### config.mk
export PLATFORM = sky130hd
export DESIGN_NAME = uart_tx
export DESIGN_NICKNAME = d
export VERILOG_FILES = /design/src/rtl/uart_pkg.sv /design/src/rtl/uart_baud_cnt.sv /design/src/rtl/uart_tx.sv
export SDC_FILE = /design/constraint.sdc
export NUM_CORES = 1
export LEC_CHECK = 0
export ABC_AREA = 1
export ABC_CLOCK_PERIOD_IN_PS = 1400
export BUFFER_PORTS_ARGS = -buffer_cell sky130_fd_sc_hd__buf_2
export CORE_AREA = 2 2 55 57
export DETAILED_ROUTE_END_ITERATION = 12
export DIE_AREA = 0 0 57 59
export PLACE_DENSITY = 0.68
export SLEW_MARGIN = 0
export SYNTH_ARGS = -nofsm -noshare
export SYNTH_HDL_FRONTEND = slang
export SYNTH_SLANG_ARGS = --single-unit
### constraint.sdc
create_clock -name clk -period 1.4 [get_ports clk]
set_input_delay 0.21 -clock clk [delete_from_list [all_inputs] [get_ports clk]]
set_output_delay 0.21 -clock clk [all_outputs]
set_load 0.01 [all_outputs]
### src/rtl/uart_pkg.sv
`default_nettype none
// ============================================================================
//  Module      : uart_pkg
//  Description : Shared definitions for the UART blocks: frame constants,
//                FSM state encoding and the bit-timing counter width helper.
//  Ports       : none (package)
//  Revision    : 1.0 - initial release
// ============================================================================
package uart_pkg;

    localparam int DATA_BITS            = 8;
    localparam int DEFAULT_CLKS_PER_BIT = 434;   // 50 MHz / 115200 baud

    // Transmitter FSM state encoding
    typedef logic [1:0] uart_state_t;
    localparam logic [1:0] IDLE  = 2'd0;
    localparam logic [1:0] START = 2'd1;
    localparam logic [1:0] DATA  = 2'd2;
    localparam logic [1:0] STOP  = 2'd3;

    // Width of a counter holding 0..clks-1; never narrower than one bit.
    function automatic int cnt_width(input int clks);
        return (clks > 2) ? $clog2(clks) : 1;
    endfunction

endpackage
`default_nettype wire

### src/rtl/uart_baud_cnt.sv
`default_nettype none
// ============================================================================
//  Module      : uart_baud_cnt
//  Description : Integer bit-period divider. Counts 0..CLKS_PER_BIT-1 while
//                enabled and flags the terminal count with a one-cycle
//                bit_done pulse.
//  Ports       : clk      - system clock
//                rst      - asynchronous active-high reset
//                clear    - synchronous clear, forces the count to zero
//                enable   - count when high
//                bit_done - high during the last cycle of each bit period
//  Revision    : 1.0 - initial release
// ============================================================================
module uart_baud_cnt
    import uart_pkg::*;
#(
    parameter int CLKS_PER_BIT = DEFAULT_CLKS_PER_BIT
) (
    input  logic clk,
    input  logic rst,
    input  logic clear,
    input  logic enable,
    output logic bit_done
);

    localparam int               CNT_W  = cnt_width(CLKS_PER_BIT);
    localparam logic [CNT_W-1:0] c_last = CNT_W'(CLKS_PER_BIT - 1);
    localparam logic [CNT_W-1:0] c_one  = CNT_W'(1);

    logic [CNT_W-1:0] r_cnt;
    logic             w_terminal;

    assign w_terminal = (r_cnt == c_last);

    always_ff @(posedge clk or posedge rst) begin
        if (rst) begin
            r_cnt <= '0;
        end else if (clear) begin
            r_cnt <= '0;
        end else if (enable) begin
            r_cnt <= w_terminal ? '0 : (r_cnt + c_one);
        end
    end

    // Combinational so the consumer advances on the same edge the count wraps.
    assign bit_done = enable & ~clear & w_terminal;

endmodule
`default_nettype wire

### src/rtl/uart_tx.sv
`default_nettype none
// ============================================================================
//  Module      : uart_tx
//  Description : 8N1 UART transmitter. Captures a byte on an accepted start
//                request and shifts it out LSB first between a low start bit
//                and a high stop bit. Bit timing from uart_baud_cnt.
//  Ports       : clk     - system clock, rising edge
//                rst     - asynchronous active-high reset
//                start   - transmit request, level-sampled while idle
//                data_in - byte to send, captured on acceptance
//                tx      - registered serial output, idles high
//                busy    - registered, high while a frame is in progress
//  Revision    : 1.0 - initial release
// ============================================================================
module uart_tx
    import uart_pkg::*;
#(
    parameter int CLKS_PER_BIT = DEFAULT_CLKS_PER_BIT
) (
    input  logic       clk,
    input  logic       rst,
    input  logic       start,
    input  logic [7:0] data_in,
    output logic       tx,
    output logic       busy
);

    localparam int               IDX_W      = $clog2(DATA_BITS);
    localparam logic [IDX_W-1:0] c_last_idx = IDX_W'(DATA_BITS - 1);
    localparam logic [IDX_W-1:0] c_idx_one  = IDX_W'(1);

    uart_state_t          r_state;
    logic [DATA_BITS-1:0] r_shift;
    logic [IDX_W-1:0]     r_idx;
    logic                 r_tx;
    logic                 r_busy;

    logic                 w_bit_done;
    logic                 w_idle;
    logic [IDX_W-1:0]     w_next_idx;

    assign w_idle     = (r_state == IDLE);
    assign w_next_idx = r_idx + c_idx_one;

    // The divider is held at zero while idle, so the first bit period after
    // acceptance is a full CLKS_PER_BIT cycles.
    uart_baud_cnt #(
        .CLKS_PER_BIT (CLKS_PER_BIT)
    ) u_baud (
        .clk      (clk),
        .rst      (rst),
        .clear    (w_idle),
        .enable   (~w_idle),
        .bit_done (w_bit_done)
    );

    // tx is loaded with the level of the next bit on each transition so the
    // line changes exactly on the edge that ends the previous bit.
    always_ff @(posedge clk or posedge rst) begin
        if (rst) begin
            r_state <= IDLE;
            r_shift <= '0;
            r_idx   <= '0;
            r_tx    <= 1'b1;
            r_busy  <= 1'b0;
        end else begin
            case (r_state)
                IDLE: begin
                    r_tx   <= 1'b1;
                    r_busy <= 1'b0;
                    if (start) begin
                        r_shift <= data_in;
                        r_idx   <= '0;
                        r_tx    <= 1'b0;
                        r_busy  <= 1'b1;
                        r_state <= START;
                    end
                end
                START: begin
                    if (w_bit_done) begin
                        r_idx   <= '0;
                        r_tx    <= r_shift[0];
                        r_state <= DATA;
                    end
                end
                DATA: begin
                    if (w_bit_done) begin
                        if (r_idx == c_last_idx) begin
                            r_tx    <= 1'b1;
                            r_state <= STOP;
                        end else begin
                            r_idx <= w_next_idx;
                            r_tx  <= r_shift[w_next_idx];
                        end
                    end
                end
                STOP: begin
                    if (w_bit_done) begin
                        r_tx    <= 1'b1;
                        r_busy  <= 1'b0;
                        r_state <= IDLE;
                    end
                end
                default: begin
                    r_tx    <= 1'b1;
                    r_busy  <= 1'b0;
                    r_state <= IDLE;
                end
            endcase
        end
    end

    assign tx   = r_tx;
    assign busy = r_busy;

endmodule
`default_nettype wire

### Word-level counts from Yosys, hierarchy flattened

Cells that the tools add are included.

| word-level totals | value |
|---|---|
| flip-flop bits (word level) | 24 |
| input port bits | 11 |
| output and inout port bits | 2 |
| logic and storage cells | 54 |

| operators by class | value |
|---|---|
| add/sub/neg operators | 2 |
| $lt $le $gt $ge | 1 |
| equal/unequal tests | 11 |
| multiplexer cells | 24 |
| bitwise operators | 2 |
| reduce and logical (&&, ||, !) cells | 8 |

Operator list:

| operator | count |
|---|---|
| $mux W9 | 2 |
| $mux W3 | 4 |
| $mux W2 | 5 |
| $reduce_and A5 Y1 | 2 |
| $add A9 B1 Y9 const B | 1 |
| $eq A9 B9 Y1 const B | 1 |
| $pmux W3 S3 | 1 |
| $mux W1 | 8 |
| $pmux W2 S4 | 1 |
| $ne A2 B1 Y1 const B | 3 |
| $ne A2 B2 Y1 const B | 3 |
| $eq A2 B2 Y1 const B | 2 |
| $lt A3 B4 Y1 const B | 1 |
| $pmux W1 S4 | 1 |
| $reduce_and A2 Y1 | 2 |
| $add A3 B1 Y3 const B | 1 |
| $bmux W1 S3 | 1 |
| $eq A3 B3 Y1 const B | 1 |
| $reduce_and A3 Y1 | 1 |
| $reduce_bool A3 Y1 | 1 |
| $eq A2 B1 Y1 const B | 1 |
| $logic_not A2 Y1 | 1 |
| $pmux W1 S2 | 1 |
| $reduce_bool A2 Y1 | 1 |
| 2 further kinds | 2 |

### Logic depth before layout (Yosys ltp)

| logic depth | value |
|---|---|
| depth in word-level cells | 6 |
| mapped depth | 10 |
| depth with buffers taken out | 10 |

### Modules after synthesis

A second synthesis with hierarchy kept.

| unflattened totals | value |
|---|---|
| cell total of the unflattened synthesis | 193 |
| area, all modules | 1461.4 µm² |

By module, submodules not included:

| module | times used | cells each | area an instance (µm²) | seq. area each (µm²) |
|---|---|---|---|---|
| uart_tx | 1 | 107 | 855.8 | 376.6 |
| uart_baud_cnt | 1 | 86 | 605.6 | 225.2 |

### Worst setup path before layout

Ideal clock, no wire load.

| timing path | value |
|---|---|
| path kind | register -> register |
| from | reg r_state[0] |
| to | reg r_state[0] |
| library setup time | 119 ps |
| data arrival time | 1292 ps |
| data required time | 1281 ps |
| setup slack | -11 ps |
| cell stages (with the launch flop) | 8 |
| path buffers | 0 |
| period minus slack after synthesis | 1411 ps |
| path through | dfrtp_1 inv_1 ha_1 or2_4 o21ai_4 nand2_2 nand2_1 o21ai_2 |

| on the way | value |
|---|---|
| word-level cells in the longest chain between the ends | 5 |
| elaborated cells between the ends (all ways) | 13 |
| classes of those cells | 8 x eq/ne; 1 x mux; 2 x bitwise; 2 x reduce/logical |

Ends and longest elaborated chain:

| what | line | text |
|---|---|---|
| start, declared | uart_tx.sv:32 | `uart_state_t r_state;` |
| start signal, assigned | uart_tx.sv:61 | `r_state <= IDLE;` |
| start signal, assigned | uart_tx.sv:76 | `r_state <= START;` |
| start signal, assigned | uart_tx.sv:83 | `r_state <= DATA;` |
| $logic_not A2 Y1 | uart_tx.sv:42, uart_tx.sv:67 |  |
| $not A1 Y1 | uart_baud_cnt.sv:46, uart_tx.sv:53 |  |
| $and A1 B1 Y1 | uart_baud_cnt.sv:46 | `assign bit_done = enable & ~clear & w_terminal;` |
| $ne A2 B1 Y1 (no source line) | -- |  |
| $reduce_and A5 Y1 (no source line) | -- |  |

Several ways; a longest one is shown, not always the timed one.
A chain may end at the register's enable or synchronous reset.

### Final worst setup path

| timing path | value |
|---|---|
| from | reg r_state[1] |
| to | reg r_state[0] |

Same word-level chain as after synthesis.

==> flow_metrics.env <==
export IMPL_area_growth_pct=26.1
export IMPL_grt_max_degree=25
export IMPL_slew_violations=0
export IMPL_htreeDepth=1
export IMPL_timing_slew_headroom=0.798
export IMPL_status="completed"
export IMPL_synth_top_area_frac=0.426
export IMPL_pwr_share_seq=0.339
export IMPL_core_mm2=0.00271
export IMPL_end_kind="flop"
export IMPL_switching_power_mw=1.35
export IMPL_vias=1119
export IMPL_p_sw_frac=0.420
export IMPL_clk_pin_slew_ps=130
export IMPL_fmax_ghz=0.715
export IMPL_antenna_found_initial=0
export IMPL_grt_pass1_wl_mm=4.77
export IMPL_postLayoutCoreUtil=0.629
export IMPL_clkPwrFrac=0.112
export IMPL_path_class="reg2reg"
export IMPL_rsz0062_at_grt="true"
export IMPL_clock_root_buffer="clkbuf_4"
export IMPL_pwr_share_comb=0.549
export IMPL_whs_ps=82.2
export IMPL_avgSynthCellArea_um2=8.30
export IMPL_grtUsageTotal=0.182
export IMPL_n_antenna_cell=0
export IMPL_clockBufferDepth=2
export IMPL_ys_ff_latch=24
export IMPL_port_buffers=12
export IMPL_cts_sinks=24
export IMPL_die_w_um=57
export IMPL_ir_drop_v=0.00168
export IMPL_final_cell_mix="nand2_1 (47), dfrtp_1 (23), buf_4 (16)"
export IMPL_syn_nets=182
export IMPL_fin_total_pwr_mw=3.22
export IMPL_drive_gt1_frac=0.395
export IMPL_maxCapViolCount=0
export IMPL_grt_pass1_vias=1152
export IMPL_worst_path_max_fanout=3
export IMPL_rows=19
export IMPL_synth_warnings=0
export IMPL_routabilityCongestion=0.809
export IMPL_setup_viol=0
export IMPL_synth_seq_area_share=0.445
export IMPL_layout_nets=215
export IMPL_synth_area_mm2=0.00135
export IMPL_dp_hpwl_mm=1.91
export IMPL_hold_violations=0
export IMPL_nFillCells=248
export IMPL_p_per_area_mw_per_mm2=1890
export IMPL_drt_pass1_iter_count=4
export IMPL_fin_crit_ps=1400
export IMPL_synth_area_leaders="dfrtp_1 (43%), nand2_1 (14%), ha_1 (7.4%)"
export IMPL_tightest_slew_ps=303
export IMPL_syn_inst=163
export IMPL_final_common_cell="nand2_1"
export IMPL_power_leakage_nw=0.825
export IMPL_io_pins=13
export IMPL_synth_top_area_cell="dfrtp_1"
export IMPL_cp_start_kind="flop"
export IMPL_fin_crit_sh=0.999
export IMPL_vias_per_cell=4.95
export IMPL_finalWirelength_mm=2.69
export IMPL_crit_arrival_ps=1610
export IMPL_drc=0
export IMPL_internal_power_mw=1.87
export IMPL_initial_core_util=0.499
export IMPL_clock_skew_ps=3.78
export IMPL_insertion_delay_ps=310
export IMPL_die_h_um=59
export IMPL_min_path_type="in2reg"
export IMPL_cp_data_required_time_ps=1610
export IMPL_routedWlPerCell_um=11.9
export IMPL_fp_dieArea_mm2=0.00336
export IMPL_overflow=0
export IMPL_ys_types=29
export IMPL_cts_buffers=3
export IMPL_ant_nets=0
export IMPL_dr_first_iter_drc_count=19
export IMPL_cts_tree="done"
[sequential cells by signal, indices dropped and copies added (netlist names)]
register	count
r_shift	8
busy	1
r_state	2
r_idx	3
tx	1
u_baud.r_cnt	9
[path summary, 6_finish.rpt]
| check | startpoint | cells past startpoint | slack (ps) | end |
|---|---|---|---|---|
| setup / recovery | r_state[1] | 7 | 0.7 | r_state[0] |
| hold / removal | data_in[5] | 3 | 80 | r_shift[5] |
| setup reg to reg | r_state[1] | 7 | 0.7 | r_state[0] |
| hold reg to reg | r_shift[5] | 2 | 500 | r_shift[5] |
| max in group asynchronous | rst | 4 | 660 | tx |
| min in group asynchronous | rst | 4 | 460 | u_baud.r_cnt[6] |
[kinds of logic after synthesis]
kind of cell / share of synthesized area
buf+inv: 0.0620
compound gates: 0.0999
flops: 0.445
fa+ha+maj: 0.0740
simple gates: 0.319
[power by group through the flow]
stage               registers [mW]  clock network [mW]  logic (mW)
floorplan                     1.08                   0        1.08
global placement              1.09                   0        1.42
detailed placement            1.10                   0        1.45
CTS                           1.09               0.376        1.63
global route                  1.12               0.411        2.01
finish                        1.09               0.362        1.77
[metrics by stage]
step	instance area [um^2]	setup WS, ps	instances	setup TNS [ps]
floorplan	1360	33.2	163	0
global placement	1510	-3.38	213	-5.50
detailed placement	1510	-88.1	213	-282
CTS	1640	-28.8	224	-101
global route	1710	-87.1	226	-327
finish	1710	0.741	226	0
[per-layer routing]
metal | wire, um | GRT usage | vias to the layer above
met5 | 0 | 0 | -
met4 | 32 | 0.0664 | 0
met3 | 71 | 0.0284 | 4
met2 | 1260 | 0.304 | 16
met1 | 1320 | 0.241 | 518
li1 | - | - | 581
[cell usage after synthesis]
master	number
and3_1	1
buf_4	1
nand3_1	7
or2_4	1
dfstp_2	1
inv_1	15
nor2_1	9
nor3b_1	2
nand2_2	6
a21oi_1	6
inv_2	3
dfrtp_1	23
o211ai_1	3
nand2_1	52
nor2_2	3
o21ai_2	4
and2_1	1
nand2_4	1
clkbuf_2	1
nor3b_2	1
nor3_1	3
nor2_4	1
ha_1	8
o22ai_1	1
clkinv_1	1
nand3_4	1
nand3b_1	1
o21ai_4	1
o21ai_0	5
[cell type report]
type / instances / area, um^2 / area share
Multi-Input combinational cell: 118 / 753 / 0.442
Inverter: 19 / 77.6 / 0.0455
Clock buffer: 4 / 36.3 / 0.0213
Sequential cell: 24 / 602 / 0.353
Timing Repair Buffer: 29 / 190 / 0.112
Timing Repair inverter: 1 / 7.51 / 0.00440
Tap cell: 31 / 38.8 / 0.0227
[repair_timing]
action	CTS	global route
setup buffers	6	1
gates resized for setup	14	13
cloned	0	1
pin swaps	9	8
hold endpoints to repair	23	0
endpoints found under the setup margin	7	19
hold buffers	1	0
[worst max-delay path: stages, from the launching register on]
cell and delay, ps:
dfrtp_1 440, inv_2 80, ha_2 170, or2_4 250
o21ai_4 150, nand2_2 100, nand2_2 70, o21ai_2 40
(Power assumes the default switching activity.)
